`src/rtl/exc_pkg.sv`:
```
// Shared types and constants for the exception/interrupt sequencer.
package exc_pkg;

    typedef enum logic [2:0] {
        ST_IDLE      = 3'd0,
        ST_FLUSH     = 3'd1,
        ST_VECTOR    = 3'd2,
        ST_HANDLER   = 3'd3,
        ST_RETURN    = 3'd4,
        ST_IACK_WAIT = 3'd5
    } exc_state_t;

    localparam int ES_W = 4;

    localparam logic [ES_W-1:0] ES_NONE    = 4'b0000;
    localparam logic [ES_W-1:0] ES_EXTIRQ  = 4'b0001;
    localparam logic [ES_W-1:0] ES_INVOP   = 4'b0010;
    localparam logic [ES_W-1:0] ES_UNALIGN = 4'b0100;

    localparam logic [63:0] VEC_ADDR_DFLT = 64'h00000000000000D8;

endpackage

```
`src/rtl/exc_sequencer_if.sv`:
```
// Controller/device-facing signal bundle of the exception sequencer.
// master = controller and device side, slave = the sequencer.
interface exc_sequencer_if #(
    parameter int N = 64
);
    import exc_pkg::*;

    logic            exc;
    logic [ES_W-1:0] estatus;
    logic            eret;
    logic [N-1:0]    pc_exc;
    logic            ext_irq;

    logic            irq_to_ctrl;
    logic            exc_ack;
    logic            ext_iack;
    logic            flush;
    logic            pc_sel_vec;
    logic            pc_sel_elr;
    logic [N-1:0]    vec_addr;
    logic [N-1:0]    elr_q;
    logic [ES_W-1:0] esr_q;
    logic            in_handler;
    logic            double_fault;

    modport master (
        output exc, estatus, eret, pc_exc, ext_irq,
        input  irq_to_ctrl, exc_ack, ext_iack, flush, pc_sel_vec, pc_sel_elr,
               vec_addr, elr_q, esr_q, in_handler, double_fault
    );

    modport slave (
        input  exc, estatus, eret, pc_exc, ext_irq,
        output irq_to_ctrl, exc_ack, ext_iack, flush, pc_sel_vec, pc_sel_elr,
               vec_addr, elr_q, esr_q, in_handler, double_fault
    );

endinterface

```
`src/rtl/irq_handshake.sv`:
```
// Interrupt pending latch and four-phase acknowledge towards the device.
module irq_handshake (
    input  logic clk,
    input  logic reset,
    input  logic ext_irq,
    input  logic iack_set,
    input  logic iack_clr,
    input  logic pend_clr,
    output logic irq_pend,
    output logic ext_iack
);

    // ack rises only against a high request and falls only against a low one
    always_ff @(posedge clk) begin
        if (reset) begin
            irq_pend <= 1'b0;
            ext_iack <= 1'b0;
        end else begin
            if (pend_clr)
                irq_pend <= 1'b0;
            else if (ext_irq && !ext_iack)
                irq_pend <= 1'b1;

            if (iack_set && ext_irq)
                ext_iack <= 1'b1;
            else if (iack_clr && !ext_irq)
                ext_iack <= 1'b0;
        end
    end

endmodule

```
`src/rtl/exc_sequencer.sv`:
```
// Exception/interrupt sequencer: flush, vector, handler residency, return.
//   state      | meaning
//   IDLE       | normal execution, accept exc, offer qualified IRQ
//   FLUSH      | kill IF/ID/EX
//   VECTOR     | redirect PC to vector, ack controller (and device for IRQ)
//   HANDLER    | handler running, further exc flags double fault
//   RETURN     | redirect PC to ELR, flush, re-enable interrupts
//   IACK_WAIT  | hold device ack until request drops
module exc_sequencer
    import exc_pkg::*;
#(
    parameter int           N          = 64,
    parameter logic [N-1:0] VEC_ADDR   = N'(VEC_ADDR_DFLT),
    parameter bit           IRQ_EN_RST = 1'b1
) (
    input logic             clk,
    input logic             reset,
    exc_sequencer_if.slave  bus
);

    exc_state_t      state, state_nxt;
    logic [N-1:0]    elr;
    logic [ES_W-1:0] esr;
    logic            irq_en;
    logic            dfault;
    logic            irq_pend;
    logic            ext_iack;

    logic            flush, pc_sel_vec, pc_sel_elr, exc_ack, in_handler;
    logic            vector_irq;

    always_ff @(posedge clk) begin
        if (reset)
            state <= ST_IDLE;
        else
            state <= state_nxt;
    end

    always_comb begin
        state_nxt  = state;
        flush      = 1'b0;
        pc_sel_vec = 1'b0;
        pc_sel_elr = 1'b0;
        exc_ack    = 1'b0;
        in_handler = 1'b0;
        case (state)
            ST_IDLE: begin
                if (bus.exc)
                    state_nxt = ST_FLUSH;
            end
            ST_FLUSH: begin
                flush     = 1'b1;
                state_nxt = ST_VECTOR;
            end
            ST_VECTOR: begin
                pc_sel_vec = 1'b1;
                exc_ack    = 1'b1;
                state_nxt  = ST_HANDLER;
            end
            ST_HANDLER: begin
                in_handler = 1'b1;
                if (bus.eret)
                    state_nxt = ST_RETURN;
            end
            ST_RETURN: begin
                pc_sel_elr = 1'b1;
                flush      = 1'b1;
                state_nxt  = ext_iack ? ST_IACK_WAIT : ST_IDLE;
            end
            ST_IACK_WAIT: begin
                if (!bus.ext_irq)
                    state_nxt = ST_IDLE;
            end
            default: state_nxt = ST_IDLE;
        endcase
    end

    always_ff @(posedge clk) begin
        if (reset) begin
            elr    <= '0;
            esr    <= ES_NONE;
            irq_en <= IRQ_EN_RST;
            dfault <= 1'b0;
        end else begin
            if (state == ST_IDLE && bus.exc) begin
                elr    <= bus.pc_exc;
                esr    <= bus.estatus;
                irq_en <= 1'b0;
            end
            if (state == ST_RETURN)
                irq_en <= 1'b1;
            if (state == ST_HANDLER && bus.exc)
                dfault <= 1'b1;
        end
    end

    // ack is registered on the FLUSH->VECTOR edge so the device sees it in VECTOR
    assign vector_irq = (state == ST_FLUSH) && (esr == ES_EXTIRQ);

    irq_handshake u_irq_handshake (
        .clk      (clk),
        .reset    (reset),
        .ext_irq  (bus.ext_irq),
        .iack_set (vector_irq),
        .iack_clr (state == ST_IACK_WAIT),
        .pend_clr (vector_irq),
        .irq_pend (irq_pend),
        .ext_iack (ext_iack)
    );

    assign bus.irq_to_ctrl  = irq_pend && irq_en && (state == ST_IDLE);
    assign bus.exc_ack      = exc_ack;
    assign bus.ext_iack     = ext_iack;
    assign bus.flush        = flush;
    assign bus.pc_sel_vec   = pc_sel_vec;
    assign bus.pc_sel_elr   = pc_sel_elr;
    assign bus.vec_addr     = VEC_ADDR;
    assign bus.elr_q        = elr;
    assign bus.esr_q        = esr;
    assign bus.in_handler   = in_handler;
    assign bus.double_fault = dfault;

endmodule
```
`src/flat_wrapper.sv`:
```
// flat-port wrapper written by rule: the top's interface ports become plain ports
module exc_sequencer_flat import exc_pkg::*;
#(
    parameter int           N          = 64,
    parameter logic [N-1:0] VEC_ADDR   = N'(VEC_ADDR_DFLT),
    parameter bit           IRQ_EN_RST = 1'b1
)
  (clk, reset, bus_exc, bus_estatus, bus_eret, bus_pc_exc, bus_ext_irq, bus_irq_to_ctrl, bus_exc_ack, bus_ext_iack, bus_flush, bus_pc_sel_vec, bus_pc_sel_elr, bus_vec_addr, bus_elr_q, bus_esr_q, bus_in_handler, bus_double_fault);
  exc_sequencer_if #(.N(N)) bus_i ();
  input logic clk;
  input logic reset;
  input wire logic [$bits(bus_i.exc)-1:0] bus_exc;
  input wire logic [$bits(bus_i.estatus)-1:0] bus_estatus;
  input wire logic [$bits(bus_i.eret)-1:0] bus_eret;
  input wire logic [$bits(bus_i.pc_exc)-1:0] bus_pc_exc;
  input wire logic [$bits(bus_i.ext_irq)-1:0] bus_ext_irq;
  output wire logic [$bits(bus_i.irq_to_ctrl)-1:0] bus_irq_to_ctrl;
  output wire logic [$bits(bus_i.exc_ack)-1:0] bus_exc_ack;
  output wire logic [$bits(bus_i.ext_iack)-1:0] bus_ext_iack;
  output wire logic [$bits(bus_i.flush)-1:0] bus_flush;
  output wire logic [$bits(bus_i.pc_sel_vec)-1:0] bus_pc_sel_vec;
  output wire logic [$bits(bus_i.pc_sel_elr)-1:0] bus_pc_sel_elr;
  output wire logic [$bits(bus_i.vec_addr)-1:0] bus_vec_addr;
  output wire logic [$bits(bus_i.elr_q)-1:0] bus_elr_q;
  output wire logic [$bits(bus_i.esr_q)-1:0] bus_esr_q;
  output wire logic [$bits(bus_i.in_handler)-1:0] bus_in_handler;
  output wire logic [$bits(bus_i.double_fault)-1:0] bus_double_fault;
  assign bus_i.exc = bus_exc;
  assign bus_i.estatus = bus_estatus;
  assign bus_i.eret = bus_eret;
  assign bus_i.pc_exc = bus_pc_exc;
  assign bus_i.ext_irq = bus_ext_irq;
  assign bus_irq_to_ctrl = bus_i.irq_to_ctrl;
  assign bus_exc_ack = bus_i.exc_ack;
  assign bus_ext_iack = bus_i.ext_iack;
  assign bus_flush = bus_i.flush;
  assign bus_pc_sel_vec = bus_i.pc_sel_vec;
  assign bus_pc_sel_elr = bus_i.pc_sel_elr;
  assign bus_vec_addr = bus_i.vec_addr;
  assign bus_elr_q = bus_i.elr_q;
  assign bus_esr_q = bus_i.esr_q;
  assign bus_in_handler = bus_i.in_handler;
  assign bus_double_fault = bus_i.double_fault;
  exc_sequencer #(.N(N), .VEC_ADDR(VEC_ADDR), .IRQ_EN_RST(IRQ_EN_RST)) u_core (.clk(clk), .reset(reset), .bus(bus_i));
endmodule
```
`config.mk`:
```
export PLATFORM = sky130hd
export DESIGN_NAME = exc_sequencer_flat
export DESIGN_NICKNAME = d
export VERILOG_FILES = /design/src/rtl/exc_pkg.sv /design/src/rtl/exc_sequencer_if.sv /design/src/rtl/irq_handshake.sv /design/src/rtl/exc_sequencer.sv /design/src/flat_wrapper.sv
export SDC_FILE = /design/constraint.sdc
export NUM_CORES = 1
export LEC_CHECK = 0
export BUFFER_PORTS_ARGS = -buffer_cell sky130_fd_sc_hd__buf_2
export CAP_MARGIN = 20
export CORE_UTILIZATION = 35
export CTS_CLUSTER_DIAMETER = 30
export CTS_CLUSTER_SIZE = 24
export DETAILED_ROUTE_END_ITERATION = 6
export PLACE_DENSITY_LB_ADDON = 0.2
export SYNTH_ARGS = -nofsm -noshare
export SYNTH_HDL_FRONTEND = slang
export SYNTH_SLANG_ARGS = --single-unit
```
`constraint.sdc`:
```
create_clock -name clk -period 1.87 [get_ports clk]
set_input_delay 0 -clock clk [delete_from_list [all_inputs] [get_ports clk]]
set_output_delay 0 -clock clk [all_outputs]
set_load 0.01 [all_outputs]
```
==> qor.txt, run 1 <==
TritonCTS Buffers = 9
RR Endpoint = u_core.bus.elr_q[2]
Pwr per Cell Area = 851 nW/um2
Critical path's slowest cell = or4b_2
LEAKAGE = 2.29 nW
Finished Layout Cells = 728
H-tree depth = 3
DRT iter0 DRCs = 153
RSZ-0062 raised after global routing = false
Cell-internal power = 2.92 mW
Outcome = finished with violations
Initial core utilization = 36.3%
Largest net degree at the start of global routing = 69
GRT overflow = 0
Hold path startpoint = reset
Fin crit share = 86.8%
Area Growth Syn to Fin = 47.9%
DRC viols = 34
Inst Count DP = 641
F_max = 616 MHz
Max_slew headroom = 61.9%
Synthesized flop and latch total = 75
Most common cell after layout, fill and taps aside = buf_2
Row count = 34
Top cell type by total area after synthesis = dfxtp_1
Failing checks = DRC
Final Max Tran Viols = 0
RR Startpoint = u_core.state[2]
Clock share of power = 34.5%
Routed vias/inst = 4.37
Antenna violations before repair = 0
NetSw = 1.11 mW
Share of post-route cells with drive strength above 1 = 27.9%
Worst stage delay on the critical path = 0.70 ns
Ranking of synthesized cells by area = dfxtp_1 (47%), nand2_1 (16%), buf_4 (15%)
Total Wirelength = 8140 um
CTS sink cnt = 75
Hold EP = u_core.bus.double_fault
1st-pass router iterations = 6
Number of placed I/O pins = 213
Flop2flop setup slack = 0.25 ns
CTS clk-pin slew, worst paths = 0.07 ns
Maximum vdd drop = 0.000484 V
Die span in x = 97.6 um
Clk_skew = 0.00666 ns
Setup TNS = 0 ns
Register area share after synthesis = 46.9%
Finished Cell Area = 4730 um2
Setup crit start kind = flop
Post-synth top area share = 46.9%
Post-Synthesis Cells = 407
Critical path class = reg2reg
Diodes inserted = 0
DP Area = 3800 um2
Post-Synthesis Mean Instance Area = 7.86 um2
Required @ worst endpoint = 2.09 ns
Commonest non-fill, non-tap cells in the layout = buf_2 (148), nand2_1 (138), dfxtp_1 (75)
Reg2reg path depth = 4
Sw Ratio = 27.5%
Sequential Power Share = 44.5%
Cell count of the worst hold path = 2
Port bufs = 148
Post-DRT Antenna Nets = 0
Chip Height = 97.6 um
Final Hold Vio Count = 0
Critical Path Fanout Max = 38
Critical-path cell list = or4b_2 > buf_4 > nand2_1 > a21oi_1
CTS tree = built
Post-Synthesis Cell Area = 3200 um2
Combinational fraction of design power = 21.0%
Worst-Margin Slew = 0.571 ns
Vias = 3184
Root Buffer Master = clkbuf_8
Per-cell routed wire length = 11.2 um
Core Area = 8810 um2
Overall Global Routing Usage = 16.8%
Worst-Skew Late Latency = 0.34 ns
Critical Path End Type = flop
DP Wirelength = 5070 um
Die area = 9530 um2
Synth warnings = 0
HP Class = in2reg
Max cap viols = 0
CP arrival = 1.85 ns
Final RePlAce weighted congestion = 0.715
Crit path time final = 1.62 ns
Distinct cell type count after synthesis = 31
Vias in the first global route = 2821
Final Setup Violations = 0
Global-route wire length before repair = 12900 um
Net count, final = 688
Maximum root-to-sink buffer count = 2
==> worst max-delay path by stage <==
stage / startpoint / end / slack [ns] / depth (start not counted)
6_report: u_core.state[2] / u_core.bus.elr_q[2] / 0.25 / 4
3_5_place_dp: u_core.state[2] / u_core.bus.elr_q[2] / 0.25 / 4
5_1_grt: u_core.state[2] / u_core.bus.elr_q[2] / 0.18 / 4
3_3_place_gp: u_core.state[2] / u_core.bus.elr_q[10] / 0.29 / 4
2_1_floorplan: u_core.state[2] / u_core.bus.elr_q[33] / 0.37 / 6
4_1_cts: u_core.state[2] / u_core.bus.elr_q[2] / 0.25 / 4
==> power by group through the flow <==
stage	clock, mW	sequential [mW]	combinational (mW)
4_1_cts	1.45	1.79	0.850
3_3_place_gp	0	1.82	0.728
2_1_floorplan	0	1.89	0.480
3_5_place_dp	0	1.83	0.736
6_report	1.39	1.79	0.846
5_1_grt	1.51	1.81	0.943
==> cell families (layout without fill, tap and decap cells) <==
group / after synthesis / count (layout) / synth area share (%)
other cells: 2 / 64 / 0.235
compound gates: 80 / 80 / 13.1
simple gates: 157 / 157 / 20.6
buf+inv: 92 / 243 / 18.8
xor+xnor: 1 / 1 / 0.274
flops: 75 / 75 / 46.9
==> layout make-up <==
type	instances	area, um2
repair buffers	226	1530
inverters	1	3.75
clock buffers	12	155
flip-flops and latches	75	1500
multi-input cells	302	1340
well taps	108	135
fillers	834	4070
clock inverters	4	72.6
==> timing repair <==
item | 4_1_cts | 5_1_grt
hold endpoints to repair | 71 | 0
hold buffers | 71 | 0
resized for setup | 0 | 0
setup buffers | 0 | 0
==> worst max-delay path, delay by kind of cell (launching register included) <==
family | cells | cell delay, ns
buffers and inverters | 1 | 0.29
AOI/OAI and AO/OA | 1 | 0.07
DFF | 1 | 0.31
and+or+nand+nor | 2 | 0.82
==> cell usage after synthesis <==
library cell,number
nor4b_1,1
nand4_1,1
inv_1,1
xnor2_1,1
nor3b_1,2
nand4bb_1,1
or4b_1,1
nand3b_1,1
o21ai_0,2
nand2_1,138
nor2_1,4
o31ai_1,1
buf_6,1
nand4b_1,1
a21oi_1,71
clkbuf_1,20
o21bai_1,1
or2_2,1
a311oi_1,2
nor4_1,2
buf_2,5
buf_4,65
a21o_1,1
conb_1,2
a211o_1,1
and3b_1,1
nand2b_1,1
nor4bb_1,1
dfxtp_1,75
nor4b_2,1
a31oi_1,1
==> state kept, by name, summed over array words and instances, names as in the netlist <==
register	cells
u_core.u_irq_handshake.ext_iack	1
u_core.state	3
u_core.bus.double_fault	1
u_core.bus.esr_q	4
u_core.u_irq_handshake.irq_pend	1
u_core.irq_en	1
u_core.bus.elr_q	64
==> layer usage <==
metal,track usage [%],part of all wire [%]
met1,18.3,40
met2,29.5,50
met3,6.69,9.2
met5,0,0
met4,5.36,1.6
==> metrics by stage <==
step,utilization (%),setup slack (ns),hold WS (ns),total power [mW]
2_1_floorplan,-,0.366,0.110,2.37
3_3_place_gp,43.1,0.291,0.219,2.55
3_5_place_dp,43.1,0.253,0.226,2.56
4_1_cts,53.8,0.250,0.125,4.10
5_1_grt,53.8,0.176,0.168,4.26
6_report,53.8,0.247,0.125,4.03
(Power assumes the default switching activity.)
==> run 2: changes to the inputs <==
CTS_BUF_LIST = sky130_fd_sc_hd__clkbuf_8 sky130_fd_sc_hd__clkbuf_16   (was unset)
==> run 2 against run 1 <==
  * The run still ends with DRC left
  * Clock-buffer cell count down 1
  * Core utilization did not move
  * Setup slack improved by 0.00083 ns
  * Cell count stayed put
  * Sequential cell count stayed put
  * Die area did not move
  * Maximum frequency about the same
  * Critical endpoint unchanged
  * Largest power group unchanged
  * Highest routed layer unchanged
==> qor.txt, run 2 (same netlist as run 1, synthesis figures left out) <==
Port bufs = 148 (unchanged)
GRT overflow = 0 (unchanged)
Critical Path End Type = flop
H-tree depth = 3 (unchanged)
Net count, final = 688 (unchanged)
Failing checks = DRC
Antenna violations before repair = 0 (unchanged)
1st-pass router iterations = 6 (unchanged)
TritonCTS Buffers = 9 (unchanged)
Finished Cell Area = 4730 um2 (unchanged)
Die span in x = 97.6 um (unchanged)
Max FFs per register = 64 (unchanged)
Sequential Power Share = 44.5% (about the same)
Maximum root-to-sink buffer count = 2 (unchanged)
Most common cell after layout, fill and taps aside = buf_2
Die area = 9530 um2 (unchanged)
Share of post-route cells with drive strength above 1 = 27.9% (unchanged)
Cell-internal power = 2.92 mW (-0.19%)
CTS sink cnt = 75 (unchanged)
Combinational fraction of design power = 21.0% (about the same)
Diodes inserted = 0 (unchanged)
Fin crit share = 86.7% (about the same)
Pwr per Cell Area = 850 nW/um2 (-0.12%)
DP Area = 3800 um2 (unchanged)
Maximum vdd drop = 0.000474 V (-2.2%)
CTS tree = built
Vias in the first global route = 2822 (+0.035%)
Largest net degree at the start of global routing = 69 (unchanged)
Overall Global Routing Usage = 16.8% (unchanged)
Row count = 34 (unchanged)
Post-CTS Setup Bufs = 0 (unchanged)
Seq. cell area = 1500 um2 (unchanged)
Final RePlAce weighted congestion = 0.715 (unchanged)
Multi-input gate area = 1340 um2 (unchanged)
Core Area = 8810 um2 (unchanged)
Max cap viols = 0 (unchanged)
Number of placed I/O pins = 213 (unchanged)
DRC viols = 34 (unchanged)
Setup crit start kind = flop
F_max = 617 MHz (about the same)
Final Hold Vio Count = 0 (unchanged)
Total Wirelength = 8140 um (about the same)
Critical Path Fanout Max = 38 (unchanged)
CTS clk-pin slew, worst paths = 0.07 ns (about the same)
Util after Layout = 53.8% (unchanged)
Sw Ratio = 27.5% (+0.050 points)
Max_slew headroom = 61.9% (unchanged)
Crit path time final = 1.62 ns (-0.000833 ns)
Per-cell routed wire length = 11.2 um (about the same)
Area Growth Syn to Fin = 47.9% (unchanged)
NetSw = 1.11 mW (about the same)
RSZ-0062 raised after global routing = false
Clk_skew = 0.00618 ns (-0.000477 ns)
Final Max Tran Viols = 0 (unchanged)
Chip Height = 97.6 um (unchanged)
Setup TNS = 0 ns (unchanged)
DRT iter0 DRCs = 144 (-5.9%)
LEAKAGE = 2.29 nW (+0.18%)
Root Buffer Master = clkbuf_8
Required @ worst endpoint = 2.09 ns (about the same)
Hold_ws = 0.125 ns (-0.0000770 ns)
Pre-CTS WS = 0.253 ns (unchanged)
Commonest non-fill, non-tap cells in the layout = buf_2 (148), nand2_1 (138), dfxtp_1 (75)
Outcome = finished with violations
Clock share of power = 34.4% (about the same)
Routed vias/inst = 4.36 (-0.31%)
Min setup slack post-route = 0.248 ns (+0.000833 ns)
HP Class = in2reg
Vias = 3174 (-0.31%)
CP arrival = 1.84 ns (about the same)
Worst-Margin Slew = 0.571 ns (unchanged)
Initial core utilization = 36.3% (unchanged)
Critical path class = reg2reg
Post-DRT Antenna Nets = 0 (unchanged)
Filler instances = 834 (unchanged)
Global-route wire length before repair = 12900 um (unchanged)
Final Setup Violations = 0 (unchanged)
Worst-Skew Late Latency = 0.34 ns (about the same)
DP Wirelength = 5070 um (unchanged)
==> run 2: cell types whose count changed in the layout (fill, tap and decap cells not counted) <==
cell and delta:
clkbuf_1 -1, inv_1 +1
==> run 2: path summary, 6_finish.rpt <==
path         cells after the start                  from                 endpoint  slack [ns]
max                              4       u_core.state[2]      u_core.bus.elr_q[2]        0.25
min                              2                 reset  u_core.bus.double_fault        0.12
max reg2reg                      4       u_core.state[2]      u_core.bus.elr_q[2]        0.25
min reg2reg                      2  u_core.bus.elr_q[13]     u_core.bus.elr_q[13]        0.45
==> run 2: metal layers <==
metal  part of all wire (%)  vias to the layer above  global-route usage, %
met3                    9.2                       12                   6.69
met4                    1.5                        0                   5.36
met2                     50                      147                   29.5
met1                     40                     1416                   18.3
li1                       -                     1599                      -
met5                      0                        -                      0
==> run 2: per-stage QoR <==
step	instances	total power, mW
CTS	728	4.09
finish	728	4.02
floorplan	469	2.37
global placement	641	2.55
global route	728	4.26
detailed placement	641	2.56
==> run 2: layout make-up <==
cell class	instances	share of cell area, %
Inverter	1	0.0793
Sequential cell	75	31.7
Timing Repair Buffer	226	32.3
Multi-Input combinational cell	302	28.3
Clock buffer	11	3.20
Tap cell	108	2.85
Clock inverter	5	1.61
==> run 2: power by group through the flow <==
| stage | clock network [mW] | registers, mW | logic [mW] |
|---|---|---|---|
| after global placement | 0 | 1.82 | 0.728 |
| after global routing | 1.51 | 1.81 | 0.943 |
| after CTS | 1.45 | 1.79 | 0.850 |
| after detailed placement | 0 | 1.83 | 0.736 |
| after floorplan | 0 | 1.89 | 0.480 |
| final | 1.39 | 1.79 | 0.846 |
==> run 2: timing repair <==
action,4_1_cts,5_1_grt
hold buffers,71,0
hold endpoints to repair,71,0
gates resized for setup,0,0
==> run 2: critical path, cell delays in order, from the launching register on <==
cell	delay (ns)
dfxtp_1	0.31
or4b_2	0.70
buf_4	0.29
nand2_1	0.12
a21oi_1	0.07
==> run 3: changes to the inputs <==
BUFFER_PORTS_ARGS = -buffer_cell sky130_fd_sc_hd__buf_4   (was -buffer_cell sky130_fd_sc_hd__buf_2)
==> run 3 against run 2 <==
  * The flow still finishes with violations (DRC)
  * Final area up 6.8%
  * Core utilization up 3.6 points
  * Cell count unchanged
  * Via count up 0.22%
  * Largest power group unchanged
  * Highest routed layer unchanged
==> qor.txt, run 3 (same netlist as run 1, synthesis figures left out) <==
Outcome = finished with violations
Failing checks = DRC
Clk_skew = 0.00829 ns (+0.00211 ns)
Worst-Margin Slew = 0.789 ns (+0.218 ns)
RR Startpoint = u_core.state[2]
F_max = 616 MHz (-0.14%)
Chip Height = 97.6 um (unchanged)
Die area = 9530 um2 (unchanged)
Crit path time final = 1.62 ns (+0.00231 ns)
CP arrival = 1.81 ns (-0.03 ns)
Fin crit share = 86.8% (+0.12 points)
Most common cell after layout, fill and taps aside = buf_4
HP Class = in2reg
Area Growth Syn to Fin = 57.9%
Antenna violations before repair = 0 (unchanged)
Critical path's slowest cell = or4b_2
Final Setup Violations = 0 (unchanged)
Setup crit start kind = flop
Share of post-route cells with drive strength above 1 = 27.9% (unchanged)
Vias = 3181 (+0.22%)
Max cap viols = 0 (unchanged)
Reg2reg path depth = 4 (unchanged)
Die span in x = 97.6 um (unchanged)
Resized cells post-CTS = 0 (unchanged)
Diodes inserted = 0 (unchanged)
DP Area = 4160 um2 (+9.6%)
Final RePlAce weighted congestion = 0.697 (-2.4%)
Critical Path End Type = flop
Row count = 34 (unchanged)
Largest net degree at the start of global routing = 77 (+12%)
DRT iter0 DRCs = 157 (+9.0%)
Max_slew headroom = 47.4% (-15 points)
CP delay by family, top = simple AND/OR/NAND/NOR gates
CTS clk-pin slew, worst paths = 0.07 ns (about the same)
RR Endpoint = u_core.bus.elr_q[7]
Final Max Tran Viols = 0 (unchanged)
TritonCTS Buffers = 9 (unchanged)
Max FFs per register = 64 (unchanged)
H-tree depth = 3 (unchanged)
Util after Layout = 57.4% (+3.6 points)
Critical Path Fanout Max = 29 (-24%)
Net count, final = 689 (+0.15%)
Critical path class = reg2reg
Pwr per Cell Area = 782 nW/um2 (-8.0%)
Hold path startpoint = reset
Pre-CTS WS = 0.232 ns (-0.0211 ns)
LEAKAGE = 2.33 nW (+1.9%)
Core Area = 8810 um2 (unchanged)
Finished Cell Area = 5050 um2 (+6.8%)
Per-cell routed wire length = 11.9 um (+6.2%)
Flop2flop setup slack = 0.25 ns (about the same)
CP Buf/Inv Count = 1 (unchanged)
Routed vias/inst = 4.37 (+0.22%)
GRT overflow = 0 (unchanged)
DP Wirelength = 5280 um (+4.2%)
Port bufs = 148 (unchanged)
CTS tree = built
Post-CTS Setup Bufs = 0 (unchanged)
Maximum vdd drop = 0.000554 V (+17%)
Number of placed I/O pins = 213 (unchanged)
1st-pass router iterations = 7 (+1)
Global-route wire length before repair = 13900 um (+8.2%)
Final Hold Vio Count = 0 (unchanged)
RSZ-0062 raised after global routing = false
Root Buffer Master = clkbuf_8
Vias in the first global route = 3003 (+6.4%)
CTS sink cnt = 75 (unchanged)
DRC viols = 34 (unchanged)
Maximum root-to-sink buffer count = 2 (unchanged)
Commonest non-fill, non-tap cells in the layout = buf_4 (155), nand2_1 (138), dfxtp_1 (75)
Required @ worst endpoint = 2.06 ns (-0.03 ns)
Setup TNS = 0 ns (unchanged)
Overall Global Routing Usage = 18.0% (+1.2 points)
Min setup slack post-route = 0.246 ns (-0.00231 ns)
Worst stage delay on the critical path = 0.73 ns (+0.03 ns)
Initial core utilization = 36.3% (unchanged)
Total Wirelength = 8640 um (+6.2%)
Critical-path cell list = or4b_2 > buf_4 > nand2_1 > a21oi_1
Cell count of the worst hold path = 2 (unchanged)
Hold EP = u_core.bus.double_fault
Worst-Skew Late Latency = 0.35 ns (about the same)
Post-DRT Antenna Nets = 0 (unchanged)
-- run 3: cell types whose count changed in the layout (fill, tap and decap cells not counted) --
cell / delta
bufinv_16: -1
buf_2: -148
clkinv_2: +1
clkinvlp_4: +1
buf_12: -1
clkbuf_8: -2
buf_4: +150
-- run 3: worst max-delay path by stage --
| stage | from | to | slack, ns | cells past startpoint |
|---|---|---|---|---|
| after floorplan | u_core.state[2] | u_core.bus.elr_q[33] | 0.37 | 6 |
| after global placement | u_core.state[2] | u_core.bus.elr_q[10] | 0.27 | 4 |
| after detailed placement | u_core.state[2] | u_core.bus.elr_q[57] | 0.23 | 4 |
| after CTS | u_core.state[2] | u_core.bus.elr_q[43] | 0.23 | 4 |
| after global routing | u_core.state[2] | u_core.bus.elr_q[7] | 0.15 | 4 |
| final | u_core.state[2] | u_core.bus.elr_q[7] | 0.25 | 4 |
-- run 3: cell type report --
| class | instances | area (um2) |
|---|---|---|
| timing repair buffer | 227 | 1890 |
| tap | 108 | 135 |
| multi-input combinational | 302 | 1340 |
| clock inverter | 6 | 58.8 |
| clock buffer | 9 | 124 |
| sequential | 75 | 1500 |
| inverter | 1 | 3.75 |
| fill | 800 | 3750 |
-- run 3: report_power, final --
| part | total [mW] | switching [mW] | internal [mW] |
|---|---|---|---|
| Clock | 1.18 | 0.585 | 0.599 |
| Sequential | 1.80 | 0.0687 | 1.73 |
| Combinational | 0.970 | 0.488 | 0.482 |
| Total | 3.95 | 1.14 | 2.81 |
-- run 3: timing repair --
action,in CTS,in global routing
hold buffers,71,0
hold endpoints to repair,72,0
setup endpoints to repair,0,0
-- run 3: metrics by stage --
stage / hold slack (ns) / cells / power [mW]
global route: 0.232 / 728 / 4.20
global placement: 0.211 / 642 / 2.67
finish: 0.203 / 728 / 3.95
CTS: 0.196 / 728 / 4.01
floorplan: 0.110 / 469 / 2.37
detailed placement: 0.223 / 642 / 2.69
-- run 3: layer usage --
metal,vias up,GRT usage [%],part of all wire [%]
met5,-,0,0
li1,1598,-,-
met4,0,7.81,2.6
met1,1415,20.5,41
met2,149,30.4,48
met3,19,6.33,8.7
